## src/rtl/morse_pkg.sv

```systemverilog
// Shared Morse definitions: letter codes, element encoding, decoder FSM states
// and the (count, pattern) -> letter lookup.
package morse_pkg;

  localparam logic [2:0] S_CODE = 3'd0;
  localparam logic [2:0] T_CODE = 3'd1;
  localparam logic [2:0] U_CODE = 3'd2;
  localparam logic [2:0] V_CODE = 3'd3;
  localparam logic [2:0] W_CODE = 3'd4;
  localparam logic [2:0] X_CODE = 3'd5;
  localparam logic [2:0] Y_CODE = 3'd6;
  localparam logic [2:0] Z_CODE = 3'd7;

  typedef enum logic { DOT = 1'b0, DASH = 1'b1 } element_e;

  typedef enum logic [1:0] {
    ST_IDLE,
    ST_MARK,
    ST_SPACE,
    ST_ERR_WAIT
  } state_e;

  typedef enum logic [1:0] {
    MC_GLITCH,
    MC_DOT,
    MC_DASH
  } mark_class_e;

  // Returns {hit, code}; pat holds the first element in its highest used bit.
  function automatic logic [3:0] morse_lookup(input logic [2:0] cnt,
                                              input logic [3:0] pat);
    logic [3:0] r;
    r = '0;
    case (cnt)
      3'd1: if (pat[0]) r = {1'b1, T_CODE};
      3'd3: begin
        case (pat[2:0])
          3'b000:  r = {1'b1, S_CODE};
          3'b001:  r = {1'b1, U_CODE};
          3'b011:  r = {1'b1, W_CODE};
          default: r = '0;
        endcase
      end
      3'd4: begin
        case (pat)
          4'b0001: r = {1'b1, V_CODE};
          4'b1001: r = {1'b1, X_CODE};
          4'b1011: r = {1'b1, Y_CODE};
          4'b1100: r = {1'b1, Z_CODE};
          default: r = '0;
        endcase
      end
      default: r = '0;
    endcase
    return r;
  endfunction

endpackage

```

## src/rtl/morse_run_timer.sv

```systemverilog
// Two-flop synchronizer for the Morse line plus a saturating counter of the
// current run length of the synchronized level.
module morse_run_timer #(
  parameter  int unsigned UNIT_CYCLES = 25_000_000,
  localparam int unsigned RUN_W       = $clog2(4 * UNIT_CYCLES + 1)
) (
  input  logic             clk,
  input  logic             reset,
  input  logic             morse_in,
  output logic             s,
  output logic             rise,
  output logic             fall,
  output logic [RUN_W-1:0] run_len
);

  localparam logic [RUN_W-1:0] RUN_MAX = RUN_W'(4 * UNIT_CYCLES);

  logic             sync1_q, sync1_d;
  logic             s_q, s_d;
  logic             s_prev_q, s_prev_d;
  logic [RUN_W-1:0] run_q, run_d;

  always_comb begin
    sync1_d  = morse_in;
    s_d      = sync1_q;
    s_prev_d = s_q;
    // run_q always describes the level currently held in s_q
    if (s_d != s_q)           run_d = RUN_W'(1);
    else if (run_q == RUN_MAX) run_d = run_q;
    else                      run_d = run_q + 1'b1;
  end

  always_ff @(posedge clk) begin
    if (reset) begin
      sync1_q  <= 1'b0;
      s_q      <= 1'b0;
      s_prev_q <= 1'b0;
      run_q    <= '0;
    end else begin
      sync1_q  <= sync1_d;
      s_q      <= s_d;
      s_prev_q <= s_prev_d;
      run_q    <= run_d;
    end
  end

  assign s       = s_q;
  assign rise    = s_q & ~s_prev_q;
  assign fall    = ~s_q & s_prev_q;
  assign run_len = run_q;

endmodule

```

## src/rtl/morse_decode.sv

```systemverilog
// Morse receiver: classifies marks into dots/dashes, groups them into a letter
// and decodes S..Z to a 3-bit code with valid/error pulses.
module morse_decode
  import morse_pkg::*;
#(
  parameter int unsigned UNIT_CYCLES = 25_000_000
) (
  input  logic       clk,
  input  logic       reset,
  input  logic       morse_in,
  output logic [2:0] letter,
  output logic       letter_valid,
  output logic       letter_error,
  output logic       busy
);

  localparam int unsigned      RUN_W     = $clog2(4 * UNIT_CYCLES + 1);
  localparam logic [RUN_W-1:0] HALF_UNIT = RUN_W'(UNIT_CYCLES / 2);
  localparam logic [RUN_W-1:0] TWO_UNIT  = RUN_W'(2 * UNIT_CYCLES);
  localparam logic [RUN_W-1:0] FOUR_UNIT = RUN_W'(4 * UNIT_CYCLES);

  logic             s, rise, fall;
  logic [RUN_W-1:0] run_len;

  morse_run_timer #(
    .UNIT_CYCLES(UNIT_CYCLES)
  ) u_timer (
    .clk     (clk),
    .reset   (reset),
    .morse_in(morse_in),
    .s       (s),
    .rise    (rise),
    .fall    (fall),
    .run_len (run_len)
  );

  state_e      state_q, state_d;
  mark_class_e class_q, class_d;
  logic [2:0]  cnt_q, cnt_d;
  logic [3:0]  pat_q, pat_d;
  logic [2:0]  letter_q, letter_d;
  logic        valid_q, valid_d;
  logic        error_q, error_d;
  logic [3:0]  lookup;
  element_e    elem;

  // The run counter restarts on the falling edge, so the mark length is
  // captured as a class one cycle early and consumed when fall is seen.
  always_comb begin
    if (run_len >= TWO_UNIT)       class_d = MC_DASH;
    else if (run_len >= HALF_UNIT) class_d = MC_DOT;
    else                           class_d = MC_GLITCH;
  end

  always_comb begin
    state_d  = state_q;
    cnt_d    = cnt_q;
    pat_d    = pat_q;
    letter_d = letter_q;
    valid_d  = 1'b0;
    error_d  = 1'b0;
    lookup   = morse_lookup(cnt_q, pat_q);
    elem     = (class_q == MC_DASH) ? DASH : DOT;

    case (state_q)
      ST_IDLE: begin
        if (rise) state_d = ST_MARK;
      end
      ST_MARK: begin
        if (fall) begin
          if (class_q == MC_GLITCH) begin
            state_d = (cnt_q == 3'd0) ? ST_IDLE : ST_SPACE;
          end else if (cnt_q == 3'd4) begin
            error_d = 1'b1;
            state_d = ST_ERR_WAIT;
          end else begin
            pat_d   = {pat_q[2:0], logic'(elem)};
            cnt_d   = cnt_q + 3'd1;
            state_d = ST_SPACE;
          end
        end else if (run_len == FOUR_UNIT) begin
          error_d = 1'b1;
          state_d = ST_ERR_WAIT;
        end
      end
      ST_SPACE: begin
        if (rise) begin
          state_d = ST_MARK;
        end else if (!s && run_len == TWO_UNIT) begin
          if (lookup[3]) begin
            letter_d = lookup[2:0];
            valid_d  = 1'b1;
          end else begin
            error_d = 1'b1;
          end
          cnt_d   = '0;
          pat_d   = '0;
          state_d = ST_IDLE;
        end
      end
      ST_ERR_WAIT: begin
        if (!s && run_len == TWO_UNIT) begin
          cnt_d   = '0;
          pat_d   = '0;
          state_d = ST_IDLE;
        end
      end
      default: state_d = ST_IDLE;
    endcase
  end

  always_ff @(posedge clk) begin
    if (reset) begin
      state_q  <= ST_IDLE;
      class_q  <= MC_GLITCH;
      cnt_q    <= '0;
      pat_q    <= '0;
      letter_q <= '0;
      valid_q  <= 1'b0;
      error_q  <= 1'b0;
    end else begin
      state_q  <= state_d;
      class_q  <= class_d;
      cnt_q    <= cnt_d;
      pat_q    <= pat_d;
      letter_q <= letter_d;
      valid_q  <= valid_d;
      error_q  <= error_d;
    end
  end

  assign letter       = letter_q;
  assign letter_valid = valid_q;
  assign letter_error = error_q;
  assign busy         = (state_q != ST_IDLE);

endmodule

```

## config.mk

```make
export PLATFORM = sky130hd
export DESIGN_NAME = morse_decode
export DESIGN_NICKNAME = d
export VERILOG_FILES = /design/src/rtl/morse_pkg.sv /design/src/rtl/morse_run_timer.sv /design/src/rtl/morse_decode.sv
export SDC_FILE = /design/constraint.sdc
export NUM_CORES = 1
export LEC_CHECK = 0
export CORE_ASPECT_RATIO = 0.7
export CORE_UTILIZATION = 60
export CTS_CLUSTER_SIZE = 40
export DETAILED_ROUTE_END_ITERATION = 8
export HOLD_SLACK_MARGIN = 0.05
export PLACE_DENSITY = 0.82
export RECOVER_POWER = 50
export SETUP_SLACK_MARGIN = 0.15
export SLEW_MARGIN = 20
export SYNTH_ARGS = -nofsm -noshare
export SYNTH_HDL_FRONTEND = slang
export SYNTH_SLANG_ARGS = --single-unit
```

## constraint.sdc

```tcl
create_clock -name clk -period 2.3 [get_ports clk]
set_input_delay 0.69 -clock clk [delete_from_list [all_inputs] [get_ports clk]]
set_output_delay 0.69 -clock clk [all_outputs]
set_load 0.02 [all_outputs]
```

Yosys cells after proc, flatten, opt, wreduce, memory -nomap -nowiden
Cells that the tools add are included.

storage, ports and cells
  output and inout port bits = 6
  register bits = 46
  word-level logic and storage cells = 100

cells by class
  $add $sub $neg = 2
  order comparisons = 2
  equal/unequal tests = 23
  muxes and demuxes = 39
  reduce and logical (&&, ||, !) cells = 14
  bitwise logic cells = 7

operator list
  kind                                                                     number
  4-bit one-hot mux with 3 select lines                                    3
  27-bit by 1-bit adder with 27-bit output, second input constant          1
  27-bit by 26-bit == test with 1-bit output, second input constant        1
  27-bit == test, second input constant                                    1
  27-bit by 24-bit >= comparator with 1-bit output, second input constant  1
  27-bit by 26-bit >= comparator with 1-bit output, second input constant  1
  4-bit 2-to-1 mux                                                         6
  2-bit 2-to-1 mux                                                         8
  4-bit one-hot mux with 4 select lines                                    1
  3-bit 2-to-1 mux                                                         5
  1-bit 2-to-1 mux                                                         13
  4-bit == test, second input constant                                     3
  2-bit != test, second input constant                                     5
  3-bit one-hot mux with 3 select lines                                    1
  2-bit one-hot mux with 4 select lines                                    1
  2-bit == test, second input constant                                     3
  3-bit by 1-bit == test with 1-bit output, second input constant          2
  3-bit by 2-bit == test with 1-bit output, second input constant          2
  3-bit logical NOT                                                        2
  1-bit inverter                                                           5
  5-bit AND reduction                                                      1
  4-bit by 1-bit == test with 1-bit output, second input constant          1
  2-bit logical NOT                                                        2
  4-bit AND reduction                                                      1
  15 further kinds                                                         17

Depth between registers and ports, before layout
Gate-level depths: netlist (run 1).

  depth after elaboration = 7
  gate-level depth with buffers = 7

Modules after synthesis
Synthesis (run 1) repeated with hierarchy kept, for this count alone.

unflattened totals
  cells, all modules = 338
  area, all modules = 2856.5 µm²

by module, submodules not included
  module           sequential area each (µm²)  area each (µm²)  cells an instance  times used
  morse_run_timer  600.6                       1508.9           172                1
  morse_decode     320.3                       1347.5           166                1

Least setup slack after synthesis (run 1)
OpenSTA, ideal clock, no wires.

  kind = flip-flop to flip-flop
  from = register u_timer.run_q[4] (netlist: u_timer.run_len[4])
  to = register letter_q[2] (netlist: letter[2])
  library setup time = 0.123 ns
  data arrival time = 1.790 ns
  setup slack = 0.387 ns
  cell stages (with the launch flop) = 6
  clock period less this slack = 1.913 ns
  path through = dfxtp_1 > or4_4 > nor4_4 > and3_1 > o21ai_2 > mux2_1

on the way
  cells in the longest elaborated chain, start to end = 3

ends and longest elaborated chain
  item                                        RTL line               RTL
  start, declared                             morse_run_timer.sv:21  logic [RUN_W-1:0] run_q, run_d;
  start signal, assigned                      morse_run_timer.sv:43  run_q <= run_d;
  27-bit by 26-bit == test with 1-bit output  morse_decode.sv:89     end else if (!s && run_len == TWO_UNIT) begin
  1-bit logical AND                           morse_decode.sv:89
  4-bit AND reduction (no line)               n/a
  end signal, assigned                        morse_decode.sv:126    letter_q <= letter_d;
  end, declared                               morse_decode.sv:41     logic [2:0] letter_q, letter_d;

No other way between the ends.
A chain may end at the register's enable or synchronous reset.

Worst setup path after layout (run 1)
  from = register u_timer.run_q[7] (netlist: u_timer.run_len[7])
  to = register state_q[0]

on the way
  cells in the longest elaborated chain, start to end = 5

ends and longest elaborated chain
  item                                        RTL line                                 RTL
  27-bit by 26-bit == test with 1-bit output  morse_decode.sv:89, morse_decode.sv:102
  1-bit logical AND                           morse_decode.sv:89, morse_decode.sv:102
  2-bit 2-to-1 mux (2 in series)              n/a
  2-bit one-hot mux with 4 select lines       n/a
  end signal, assigned                        morse_decode.sv:122                      state_q <= state_d;
  end, declared                               morse_decode.sv:37                       state_e state_q, state_d;

Several ways; a longest one is shown, not always the timed one.

==> flow_metrics.env, run 1 <==
export IMPL_status="complete, no violations"
export IMPL_reg2reg_from="u_timer.run_len[7]"
export IMPL_netlist_top_cell_by_area="sky130_fd_sc_hd__dfxtp_1"
export IMPL_critical_path_reg2reg_endpoint="state_q[0]"
export IMPL_dominantRegCellSynth="sky130_fd_sc_hd__dfxtp_1"
export IMPL_cts_inserted_buffers=5
export IMPL_synthesized_flop_and_latch_total=46
export IMPL_crit_path_start_kind="flop"
export IMPL_design_die_area_um2=4620
export IMPL_syn_area_um2=2610
export IMPL_grt_antenna_before_repair=0
export IMPL_worstSkewPairLatency_ns=0.31
export IMPL_ctsLongestPathBuffers=2
export IMPL_ys_async_sr_fraction=0
export IMPL_max_slew_margin_rel=0.579
export IMPL_worst_setup_path_type="reg2reg"
export IMPL_most_common_layout_cells="sky130_fd_sc_hd__dfxtp_1, sky130_fd_sc_hd__a21oi_1, sky130_fd_sc_hd__nor2_1, sky130_fd_sc_hd__nand2_1, sky130_fd_sc_hd__o21ai_0"
export IMPL_worst_slack_ns=0.188
export IMPL_post_route_cells_drive_above_1_share=0.0915
export IMPL_critPathRequiredTime_ns=2.52
export IMPL_dp_hpwl_um=4290
export IMPL_hold_path_startpoint="u_timer.s_d"
export IMPL_areaGrowthSynthToFinish_pct=8.40
export IMPL_synth_cell_type_count=55
export IMPL_detailedPlace_worstSlack_ns=0.167
export IMPL_power_density_nw_per_um2=604
export IMPL_cts_sinks=46
export IMPL_number_of_vias_in_the_routed_layout=2348
export IMPL_fp_dieW_um=80.8
export IMPL_syn_mean_instance_area_um2=8.30
export IMPL_worst_slew_pin_slew_ns=0.631
export IMPL_combined_global_route_utilization_of_all_metal_layers=0.283
export IMPL_site_rows=19
export IMPL_grt_pass1_wl_um=9920
export IMPL_tritoncts="built"
export IMPL_worst_hold_path_endpoint="u_timer.s"
export IMPL_core_area_um2=4040
export IMPL_drt_iter0_drc=215
export IMPL_holdCritPathClass="reg2reg"
export IMPL_timing_reg2reg_setup_slack_ns=0.19
export IMPL_final_max_slew_violation_count=0
export IMPL_cp_arrival_ns=2.34
export IMPL_wire_per_inst_um=15.4
export IMPL_initial_core_util=0.645
export IMPL_timing_max_cap_violations=0
export IMPL_synth_top_area_frac=0.353
export IMPL_place_port_buffers=8
export IMPL_r2r_cells=5
export IMPL_cts_root_buffer="sky130_fd_sc_hd__clkbuf_8"
export IMPL_cellLeakagePower_nw=0.969
export IMPL_rsz0062_at_grt="yes"
export IMPL_postSynthNetCount=328
export IMPL_mostFrequentLayoutCell="sky130_fd_sc_hd__dfxtp_1"
export IMPL_synth_seq_area_share=0.353
export IMPL_detail_route_first_pass_iterations=5
export IMPL_grt_overflow_total=0
export IMPL_hold_path_cell_count=1
export IMPL_cts_max_level=2
export IMPL_first_global_vias=2058
export IMPL_synth_enable_flop_cells=0
export IMPL_synth_cells=314
export IMPL_ys_top_cells_by_area="sky130_fd_sc_hd__dfxtp_1, sky130_fd_sc_hd__a21oi_1, sky130_fd_sc_hd__ha_1"
export IMPL_insertedDiodeCount=0
export IMPL_setup_worst_path_end_class="flop"
export IMPL_clock_skew_final_ns=0.00766
export IMPL_setup_tns_final_ns=0
export IMPL_min_period_over_period=0.918
export IMPL_drt_drc_violations_left=0
export IMPL_grt_max_degree=27
export IMPL_routability_congestion_estimate=0.957
export IMPL_hold_viol=0
export IMPL_worst_path_max_fanout=6
export IMPL_post_route_min_period_ns=2.11
export IMPL_max_freq_mhz=474
export IMPL_postCtsHoldBufs=0
export IMPL_drt_vias_per_instance=6.18
export IMPL_setup_viol_count_final=0
export IMPL_drt_wl_total_um=5850
export IMPL_synth_warnings=0
export IMPL_post_cts_repair_setup_buffers=0
export IMPL_fp_dieH_um=57.1
export IMPL_num_nets_final=341
export IMPL_ios=9
export IMPL_max_vdd_ir_drop_v=0.000591
export IMPL_clkSlewWorstSetupHoldPaths_ns=0.09
export IMPL_drt_antenna_violating_nets=0
[cell usage after synthesis, drive strengths merged, types with 2 or more instances]
| library cell | count |
|---|---|
| a211o | 2 |
| a211oi | 2 |
| a21o | 2 |
| a21oi | 28 |
| a31oi | 2 |
| a32oi | 2 |
| and2 | 5 |
| and3 | 9 |
| and4 | 2 |
| buf | 3 |
| clkbuf | 7 |
| dfxtp | 46 |
| ha | 11 |
| inv | 15 |
| mux2 | 2 |
| nand2 | 20 |
| nand2b | 5 |
| nand3 | 16 |
| nand3b | 5 |
| nand4 | 6 |
| nand4b | 2 |
| nor2 | 27 |
| nor2b | 7 |
| nor3 | 9 |
| nor4 | 6 |
| nor4bb | 2 |
| o21a | 2 |
| o21ai | 21 |
| or2 | 2 |
| or3 | 10 |
| xnor2 | 15 |
| xor2 | 4 |
[report_power, final]
group          total (mW)  internal, mW  switching [mW]
sequential          0.859         0.823          0.0368
combinational       0.343         0.131           0.213
clock               0.504         0.214           0.290
[critical path: stages (launching register included)]
cell and delay, ns:
sky130_fd_sc_hd__dfxtp_1 0.38, sky130_fd_sc_hd__or4b_1 0.56, sky130_fd_sc_hd__nor4_2 0.39, sky130_fd_sc_hd__a211oi_1 0.22
sky130_fd_sc_hd__a211o_1 0.31, sky130_fd_sc_hd__a31oi_1 0.17
[cells by family after synthesis]
group,synth area share
adders and majority gates,0.0528
xor gates and xnor gates,0.0639
muxes,0.0125
AOI/OAI and AO/OA,0.168
and+or+nand+nor,0.304
buffers and inverters,0.0461
DFF,0.353
[layout make-up]
type / count / area (um2)
clock buffers: 5 / 68.8
clock inverters: 3 / 21.3
fillers: 337 / 1220
inverters: 16 / 60.1
multi-input cells: 242 / 1560
flip-flops and latches: 46 / 923
well taps: 52 / 65.1
repair buffers: 16 / 129
[metrics by stage]
step	power [mW]	hold slack (ns)	std cells	cell area (um2)	utilization
after floorplan	1.11	0.459	314	2610	-
after global placement	1.21	0.471	372	2750	0.681
after detailed placement	1.22	0.484	372	2750	0.681
after CTS	1.71	0.501	380	2840	0.703
after global routing	1.79	0.517	380	2830	0.699
final	1.71	0.501	380	2830	0.699
[flip-flops by register name (all words and copies together), names as in the netlist]
register / cells
state_q: 2
u_timer.s_d: 1
u_timer.run_len: 27
u_timer.s: 1
letter_valid: 1
class_q: 2
letter_error: 1
u_timer.s_prev_q: 1
pat_q: 4
cnt_q: 3
letter: 3
[worst max-delay path by stage]
stage / startpoint / end / cells past startpoint / slack [ns]
finish: u_timer.run_len[7] / state_q[0] / 5 / 0.19
global placement: state_q[0] / busy / 4 / 0.21
CTS: state_q[0] / busy / 4 / 0.20
global route: u_timer.run_len[8] / state_q[0] / 5 / 0.08
floorplan: u_timer.run_len[4] / letter[2] / 5 / 0.39
detailed placement: state_q[0] / busy / 4 / 0.17
[layer usage]
| layer | track usage | vias up | share of wire |
|---|---|---|---|
| met3 | 0.0656 | 7 | 0.067 |
| met1 | 0.447 | 1106 | 0.53 |
| met2 | 0.377 | 80 | 0.39 |
| met5 | 0 | - | 0 |
| li1 | - | 1155 | - |
| met4 | 0.0765 | 0 | 0.010 |
[what timing repair did]
| item | CTS | global route |
|---|---|---|
| gates cloned | 0 | 0 |
| endpoints found under the setup margin | 1 | 6 |
| resized for setup | 3 | 4 |
| pin swaps | 0 | 2 |
(Power assumes the default switching activity.)
==> inputs of run 2 (changes only) <==
Settings changed: CELL_PAD_IN_SITES_DETAIL_PLACEMENT set to 0, CELL_PAD_IN_SITES_GLOBAL_PLACEMENT set to 2, CORE_UTILIZATION 60 to 37.
==> flow_metrics.env, run 2 (synthesis results as in run 1) <==
export IMPL_max_vdd_ir_drop_v=0.000316
export IMPL_timing_reg2reg_setup_slack_ns=0.30
export IMPL_first_global_vias=1997
export IMPL_ios=9
export IMPL_fp_dieW_um=102
export IMPL_drt_wl_total_um=6210
export IMPL_number_of_vias_in_the_routed_layout=2252
export IMPL_max_freq_mhz=467
export IMPL_setup_tns_final_ns=0
export IMPL_status="complete, no violations"
export IMPL_drt_iter0_drc=114
export IMPL_initial_core_util=0.384
export IMPL_cts_max_level=2
export IMPL_switchingPower_uw=530
export IMPL_fin_worst_hold_slack_ns=0.485
export IMPL_finalPower_mw=1.74
export IMPL_fp_dieH_um=72.2
export IMPL_routability_congestion_estimate=0.885
export IMPL_wire_per_inst_um=14.6
export IMPL_grt_antenna_before_repair=0
export IMPL_cts_inserted_buffers=5
export IMPL_drt_vias_per_instance=5.30
export IMPL_postPlaceCellArea_um2=2830
export IMPL_grt_max_degree=27
export IMPL_worst_setup_path_type="in2reg"
export IMPL_setup_worst_path_end_class="flop"
export IMPL_dp_cells=417
export IMPL_setup_viol_count_final=0
export IMPL_finalNonFillerCells=425
export IMPL_hold_path_cell_count=1
export IMPL_hold_viol=0
export IMPL_insertedDiodeCount=0
export IMPL_drt_drc_violations_left=0
export IMPL_holdCritPathClass="reg2reg"
export IMPL_core_area_um2=6790
export IMPL_place_port_buffers=8
export IMPL_timing_max_cap_violations=0
export IMPL_post_route_cells_drive_above_1_share=0.0846
export IMPL_num_nets_final=344
export IMPL_post_route_min_period_ns=2.14
export IMPL_drt_antenna_violating_nets=0
export IMPL_design_die_area_um2=7390
export IMPL_max_slew_margin_rel=0.356
export IMPL_worst_hold_path_endpoint="u_timer.s"
export IMPL_clockPowerShare=0.307
export IMPL_r2r_cells=5
export IMPL_min_period_over_period=0.930
export IMPL_cellLeakagePower_nw=0.996
export IMPL_clkSlewWorstSetupHoldPaths_ns=0.09
export IMPL_most_common_layout_cells="sky130_fd_sc_hd__dfxtp_1, sky130_fd_sc_hd__a21oi_1, sky130_fd_sc_hd__nor2_1, sky130_fd_sc_hd__nand2_1, sky130_fd_sc_hd__o21ai_0"
export IMPL_post_cts_repair_setup_buffers=0
export IMPL_hold_path_startpoint="u_timer.s_d"
export IMPL_clock_skew_final_ns=0.0115
export IMPL_combined_global_route_utilization_of_all_metal_layers=0.188
export IMPL_design_area_um2=2910
export IMPL_site_rows=25
export IMPL_share_comb_of_total_power=0.209
export IMPL_reg2reg_from="u_timer.run_len[7]"
export IMPL_sequentialPowerShare=0.485
export IMPL_critPathRequiredTime_ns=2.51
export IMPL_critical_path_reg2reg_endpoint="state_q[0]"
export IMPL_cts_sinks=46
export IMPL_cp_arrival_ns=2.34
export IMPL_dp_hpwl_um=4470
export IMPL_crit_path_start_kind="primary input"
export IMPL_power_density_nw_per_um2=597
export IMPL_cts_root_buffer="sky130_fd_sc_hd__clkbuf_8"
export IMPL_rsz0062_at_grt="no"
export IMPL_grt_pass1_wl_um=10400
export IMPL_final_max_slew_violation_count=0
export IMPL_detail_route_first_pass_iterations=4
export IMPL_worst_path_max_fanout=19
export IMPL_ctsLongestPathBuffers=2
export IMPL_flip_flop_count_of_the_largest_register_after_layout=27
export IMPL_sw_frac_of_total=0.305
export IMPL_worstSkewPairLatency_ns=0.31
export IMPL_mostFrequentLayoutCell="sky130_fd_sc_hd__dfxtp_1"
export IMPL_tritoncts="built"
export IMPL_areaGrowthSynthToFinish_pct=11.5
export IMPL_internal_pwr_total_mw=1.21
export IMPL_grt_overflow_total=0
export IMPL_worst_slew_pin_slew_ns=0.966
## run 2: cell types whose count changed in the layout (fill, tap and decap cells not counted), moves of 2 or more
cell / previous run / this run
sky130_fd_sc_hd__dfxtp_1: 44 / 46
sky130_fd_sc_hd__dfxtp_2: 2 / 0
sky130_fd_sc_hd__buf_4: 6 / 9
sky130_fd_sc_hd__clkdlybuf4s50_1: 2 / 7
sky130_fd_sc_hd__dlygate4sd3_1: 5 / 0
## run 2: critical path, stage by stage
cell and delay (ns):
sky130_fd_sc_hd__clkdlybuf4s50_1 0.47, sky130_fd_sc_hd__clkbuf_1 0.72, sky130_fd_sc_hd__nor3_1 0.14, sky130_fd_sc_hd__mux2_1 0.31
## run 2: cell type report
class,instances,area [um2]
inverters,16,60.1
clock buffers,7,86.3
clock inverters,1,5.00
well taps,94,118
repair buffers,19,155
multi-input cells,242,1560
fillers,719,3880
flip-flops and latches,46,921
## run 2: power by group through the flow
stage	Sequential, mW	Combinational, mW	Clock [mW]
2_1_floorplan	0.863	0.243	0
3_3_place_gp	0.859	0.373	0
3_5_place_dp	0.859	0.367	0
4_1_cts	0.840	0.364	0.557
5_1_grt	0.845	0.408	0.595
6_report	0.841	0.362	0.532
## run 2: how the worst max path moves through the flow
stage | startpoint | end | cells past startpoint
detailed placement | u_timer.run_len[7] | state_q[0] | 5
finish | reset | letter[2] | 4
floorplan | u_timer.run_len[4] | letter[2] | 5
global route | reset | letter[2] | 4
CTS | u_timer.run_len[8] | state_q[0] | 5
global placement | u_timer.run_len[7] | state_q[0] | 5
## run 2: per-stage QoR
| stage | util | worst slack (ns) |
|---|---|---|
| global route | 0.428 | 0.115 |
| floorplan | - | 0.387 |
| finish | 0.428 | 0.161 |
| detailed placement | 0.416 | 0.248 |
| CTS | 0.430 | 0.220 |
| global placement | 0.416 | 0.287 |
## run 2: timing repair
item	CTS	global route
gates cloned	0	0
pin swaps	0	1
hold buffers	0	0
setup endpoints to repair	1	3
resized for setup	1	1
hold endpoints to repair	0	0
## run 2: routing by layer
layer	global-route usage	part of all wire	vias up
li1	-	-	1155
met4	0.0619	0.014	0
met5	0	0	-
met2	0.218	0.36	29
met1	0.317	0.59	1060
met3	0.0434	0.035	8
==> inputs of run 3 (changes only) <==
Settings changed: CTS_CLUSTER_SIZE 40 to 30.
==> results of run 3 <==
Final layout, timing and power as in run 2 (identical DEF).
